--- config.mk ---
export PLATFORM = sky130hd
export DESIGN_NAME = mdu_issue
export DESIGN_NICKNAME = d
export VERILOG_FILES = /design/src/rtl/mdu_issue.sv
export SDC_FILE = /design/constraint.sdc
export NUM_CORES = 1
export LEC_CHECK = 0
export ABC_AREA = 1
export BUFFER_PORTS_ARGS = -buffer_cell sky130_fd_sc_hd__buf_2
export CORE_ASPECT_RATIO = 1.1
export CORE_UTILIZATION = 30
export CTS_CLUSTER_SIZE = 14
export DETAILED_ROUTE_END_ITERATION = 8
export PLACE_DENSITY_LB_ADDON = 0.2
export SETUP_SLACK_MARGIN = 0.1
export SYNTH_ARGS = -nofsm -noshare
export SYNTH_HDL_FRONTEND = slang
export SYNTH_SLANG_ARGS = --single-unit
export TNS_END_PERCENT = 5
--- constraint.sdc ---
create_clock -name clk_i -period 4.05 [get_ports clk_i]
set_input_delay 0.81 -clock clk_i [delete_from_list [all_inputs] [get_ports clk_i]]
set_output_delay 0.81 -clock clk_i [all_outputs]
set_load 0.03 [all_outputs]
--- src/rtl/mdu_issue.sv ---
// mdu_issue: request-side sequencer for the shift-accumulate mul/div engine.
//
// Accepts RISC-V M-extension ops on a valid/ready request channel, starts the
// engine with a one-cycle pulse, holds the engine operand/mode pins stable for
// the whole calculation, picks the architectural result half and returns it on
// a valid/ready response channel. Divide-by-zero and signed divide overflow
// are answered locally without starting the engine.
//
// Ports:
//   clk_i, rst_i                 clock, synchronous active-high reset
//   req_valid_i/req_ready_o      request handshake
//   req_op_i, req_a_i, req_b_i   op code (0 MUL .. 7 REMU), rs1, rs2
//   rsp_valid_o/rsp_ready_i      response handshake
//   rsp_data_o                   result
//   eng_en_po                    one-cycle engine start pulse
//   eng_operator_o               0 multiply, 1 divide
//   eng_tc_mode_o                bit0: a signed, bit1: b signed
//   eng_a_o, eng_b_o             engine operands
//   eng_c_vld_i, eng_c_i         engine result pulse, product or {rem, quo}

module mdu_issue #(
   parameter int DW = 8
) (
   input  logic            clk_i,
   input  logic            rst_i,
   input  logic            req_valid_i,
   output logic            req_ready_o,
   input  logic [2:0]      req_op_i,
   input  logic [DW-1:0]   req_a_i,
   input  logic [DW-1:0]   req_b_i,
   output logic            rsp_valid_o,
   input  logic            rsp_ready_i,
   output logic [DW-1:0]   rsp_data_o,
   output logic            eng_en_po,
   output logic            eng_operator_o,
   output logic [1:0]      eng_tc_mode_o,
   output logic [DW-1:0]   eng_a_o,
   output logic [DW-1:0]   eng_b_o,
   input  logic            eng_c_vld_i,
   input  logic [2*DW-1:0] eng_c_i
);

   localparam int C_DW = DW * 2;

   localparam logic [DW-1:0] MIN_NEG  = {1'b1, {(DW-1){1'b0}}};
   localparam logic [DW-1:0] ALL_ONES = {DW{1'b1}};

   typedef enum logic [1:0] {IDLE, START, WAIT, RESP} state_t;

   state_t        state_q, state_d;
   logic [2:0]    op_q;
   logic [1:0]    tc_q;
   logic [DW-1:0] a_q, b_q, rsp_data_q;

   logic          accept, load_sc, load_eng;
   logic          is_div, is_rem, is_sgn, div_zero, div_ovf;
   logic [1:0]    tc_dec;
   logic [DW-1:0] sc_data, eng_sel;

   // Request-side decode; shortcuts are judged on the operands being latched.
   always_comb begin
      is_div   = req_op_i[2];
      is_rem   = req_op_i[1];
      is_sgn   = ~req_op_i[0];
      div_zero = is_div && (req_b_i == '0);
      div_ovf  = is_div && is_sgn && (req_a_i == MIN_NEG) && (req_b_i == ALL_ONES);
      sc_data  = '0;
      if (div_zero)
         sc_data = is_rem ? req_a_i : ALL_ONES;
      else if (div_ovf)
         sc_data = is_rem ? '0 : MIN_NEG;
      // Divides share signedness on both operands; MULHSU is the odd one out.
      if (is_div)
         tc_dec = {is_sgn, is_sgn};
      else
         tc_dec = {~req_op_i[1], ~(req_op_i[1] & req_op_i[0])};
   end

   // MUL, DIV and DIVU take the low half; the rest take the high half.
   always_comb begin
      if (op_q == 3'd0 || op_q == 3'd4 || op_q == 3'd5)
         eng_sel = eng_c_i[DW-1:0];
      else
         eng_sel = eng_c_i[C_DW-1:DW];
   end

   always_comb begin
      state_d     = state_q;
      req_ready_o = 1'b0;
      accept      = 1'b0;
      load_sc     = 1'b0;
      load_eng    = 1'b0;
      case (state_q)
         IDLE: begin
            req_ready_o = ~rst_i;
            if (req_valid_i) begin
               accept = 1'b1;
               if (div_zero || div_ovf) begin
                  load_sc = 1'b1;
                  state_d = RESP;
               end else begin
                  state_d = START;
               end
            end
         end
         START: state_d = WAIT;
         WAIT: begin
            if (eng_c_vld_i) begin
               load_eng = 1'b1;
               state_d  = RESP;
            end
         end
         RESP: begin
            if (rsp_ready_i)
               state_d = IDLE;
         end
         default: state_d = IDLE;
      endcase
   end

   always_ff @(posedge clk_i) begin
      if (rst_i) begin
         state_q    <= IDLE;
         op_q       <= '0;
         tc_q       <= '0;
         a_q        <= '0;
         b_q        <= '0;
         rsp_data_q <= '0;
      end else begin
         state_q <= state_d;
         // Operands only load in IDLE, so the engine pins stay frozen until
         // the current operation has fully retired.
         if (accept) begin
            op_q <= req_op_i;
            tc_q <= tc_dec;
            a_q  <= req_a_i;
            b_q  <= req_b_i;
         end
         if (load_sc)
            rsp_data_q <= sc_data;
         else if (load_eng)
            rsp_data_q <= eng_sel;
      end
   end

   assign rsp_valid_o    = (state_q == RESP);
   assign rsp_data_o     = rsp_data_q;
   assign eng_en_po      = (state_q == START);
   assign eng_operator_o = op_q[2];
   assign eng_tc_mode_o  = tc_q;
   assign eng_a_o        = a_q;
   assign eng_b_o        = b_q;

endmodule

==> results.toml <==
[outcome]
status = "finished, final reports clean"

[clock_tree]
cts_max_level = 2
numCtsBuffers = 5
cts-root-buf = "clkbuf_8"
postCtsResizedCells = 0
clock_latency_ns = 0.28
postCtsHoldBufs = 0
clk_pin_slew_ns = 0.07
cts_sinks = 31
cts_max_path_buffers = 2
post_cts_buffers = 0
cts_tree = "done"

[sta]
timing.fmax_mhz = 425
slew_headroom = 0.496
fin_crit_sh = 0.582
whs_ns = 0.474
tns_ns = 0
tightest_slew_ns = 0.755
finalClockSkew_ns = 0.00708
finalMaxSlewViolations = 0
rsz0062_at_grt = "false"
fin_crit_ns = 2.36
hold_viol_final = 0
setup_viol = 0

[die]
ios = 70
initial_utilization = 0.318
core_sq_um = 5130
die_w_um = 72.3
rows = 27
die-area_sq_um = 5740
die_h_um = 79.3

[placement]
gp_congestion = 0.734
port_buffers = 69
dp_hpwl_um = 3100

[detailed_routing]
totalWireLength_um = 4240
ant_nets = 0
dr.pass1.iters = 4
avgRoutedWirePerCell_um = 11.0
viasPerCell = 4.34
drt_iter0_drc = 116
vias = 1672
drc = 0

[finish]
num_antenna_cells = 0
layout-drive-gt1-share = 0.275
nets = 357
area_growth_pct = 28.8

[yosys]
synth_top_cell_by_area = "dfxtp_1"
synth-seq-cells = 31
synth_area_sq_um = 1630
synth_top_area_frac = 0.380
yosysSeqAreaShare = 0.380
yosysUniqueCellTypes = 26
syn_area_per_cell_sq_um = 6.66
synth_nets = 290
yosys_warnings = 0
synthTopCellsByArea = "dfxtp_1 (38%), nor2_1 (13%), nand2_1 (11%)"
syn-instance-count = 245

[critical_path]
critPathMaxFanout = 27
cp.required_ns = 4.27
worstPathArrival_ns = 2.58
crit_top_cell = "nor2_1"
cp-end-kind = "flop"
path_class = "reg2reg"
startpoint_type = "flop"
crit_family = "simple AND/OR/NAND/NOR gates"
r2r_setup_slack_ns = 1.69
crit_chain = "inv_1, ha_1, nand2_1, inv_2, a21boi_1, nor2_1, nor2_1"
slowest_delay_ns = 0.56
cp_num_buf_inv = 2
cpMaxStageDelayCell = "a21boi_1"

[grt]
overflow = 0
grt_pass1_wl_um = 6700
grt_pass1_vias = 1439
grt_max_degree = 30
track_usage = 0.153
antenna_found_initial = 0

[hold_path]
holdCritPathClass = "reg2reg"

[power_and_ir_drop]
vdd_drop_max_mv = 0.232
p_per_area_nw_per_um2 = 612
power_leakage_nw = 1.11

[flow_run]
max_cap_violations = 0
## synth_stat cells
cell type,n
a21boi_1,1
a21oi_1,6
a21oi_2,1
a31oi_1,3
buf_1,2
buf_2,1
buf_4,1
buf_6,1
clkbuf_1,4
dfxtp_1,31
ha_1,5
inv_1,25
inv_2,2
nand2_1,46
nand2_4,2
nand3_1,5
nand3_2,1
nand3b_1,7
nor2_1,57
nor2_2,2
nor3_1,2
nor3_2,2
o211ai_1,1
o21ai_0,32
o21ai_1,4
o21ai_2,1
## worst paths after layout
path	end	cells past startpoint	from
worst min register to register	op_q[1]	2	op_q[1]
worst max-delay path	rsp_data_o[4]	7	state_q[0]
worst max register to register	rsp_data_o[4]	7	state_q[0]
worst min-delay path	op_q[1]	2	op_q[1]
## power breakdown
part | internal (mW) | switching [mW]
registers | 0.395 | 0.0466
logic | 0.184 | 0.429
clock network | 0.120 | 0.111
total | 0.699 | 0.587
## state kept, by name, summed over array words and instances (netlist names)
name           cells
op_q               3
eng_a_o            8
eng_tc_mode_o      2
rsp_data_o         8
eng_b_o            8
state_q            2
## per-stage QoR
step	power [mW]	instance area [sq um]	utilization	setup slack, ns	instances
6_report	1.29	2100	0.409	1.69	385
5_1_grt	1.39	2100	0.409	1.45	385
4_1_cts	1.30	2100	0.409	1.71	385
3_5_place_dp	1.06	2020	0.394	1.48	377
3_3_place_gp	1.06	2020	0.394	1.53	377
2_1_floorplan	0.902	1630	-	2.02	245
## metal layers
metal | track usage | routed length (um) | part of all wire
met1 | 0.203 | 2070 | 0.49
met5 | 0 | 0 | 0
met2 | 0.233 | 1820 | 0.43
met4 | 0.0588 | 62 | 0.015
met3 | 0.0419 | 284 | 0.067
## tightest hold or removal path, delay by kind of cell (launching register included)
family,cells,cell delay [ns]
buffers and inverters,1,0.07
AO/OA/AOI/OAI,1,0.06
flip-flops,1,0.30
## cell type report
type,instances,area [sq um]
fill,593,3030
timing repair buffer,69,345
sequential,31,621
multi-input combinational,178,863
tap,72,90.1
clock inverter,1,5.00
inverter,27,101
clock buffer,7,76.3
## logic make-up (layout without fill, tap and decap cells)
group,Yosys count,after routing,share of synthesized area
compound gates,49,49,0.160
fa+ha+maj,5,5,0.0383
buf+inv,36,104,0.0905
flops,31,31,0.380
simple gates,124,124,0.331
## layout by cell type, fill, tap and decap left out
| cell type | synthesis | layout |
|---|---|---|
| nor2_2 | 2 | 2 |
| buf_2 | 1 | 69 |
| nand2_1 | 46 | 46 |
| clkbuf_1 | 4 | 2 |
| a21oi_2 | 1 | 1 |
| o211ai_1 | 1 | 1 |
| inv_1 | 25 | 25 |
| o21ai_2 | 1 | 1 |
| clkinv_2 | 0 | 1 |
| a21oi_1 | 6 | 6 |
| inv_2 | 2 | 2 |
| nand2_4 | 2 | 2 |
| nor3_2 | 2 | 2 |
| nand3_1 | 5 | 5 |
| dfxtp_1 | 31 | 31 |
| nand3_2 | 1 | 1 |
| nor2_1 | 57 | 57 |
| a21boi_1 | 1 | 1 |
| clkbuf_8 | 0 | 5 |
| o21ai_1 | 4 | 4 |
| nor3_1 | 2 | 2 |
| ha_1 | 5 | 5 |
| nand3b_1 | 7 | 7 |
| a31oi_1 | 3 | 3 |
| o21ai_0 | 32 | 32 |
No activity file was read; power rests on OpenSTA's default activity.
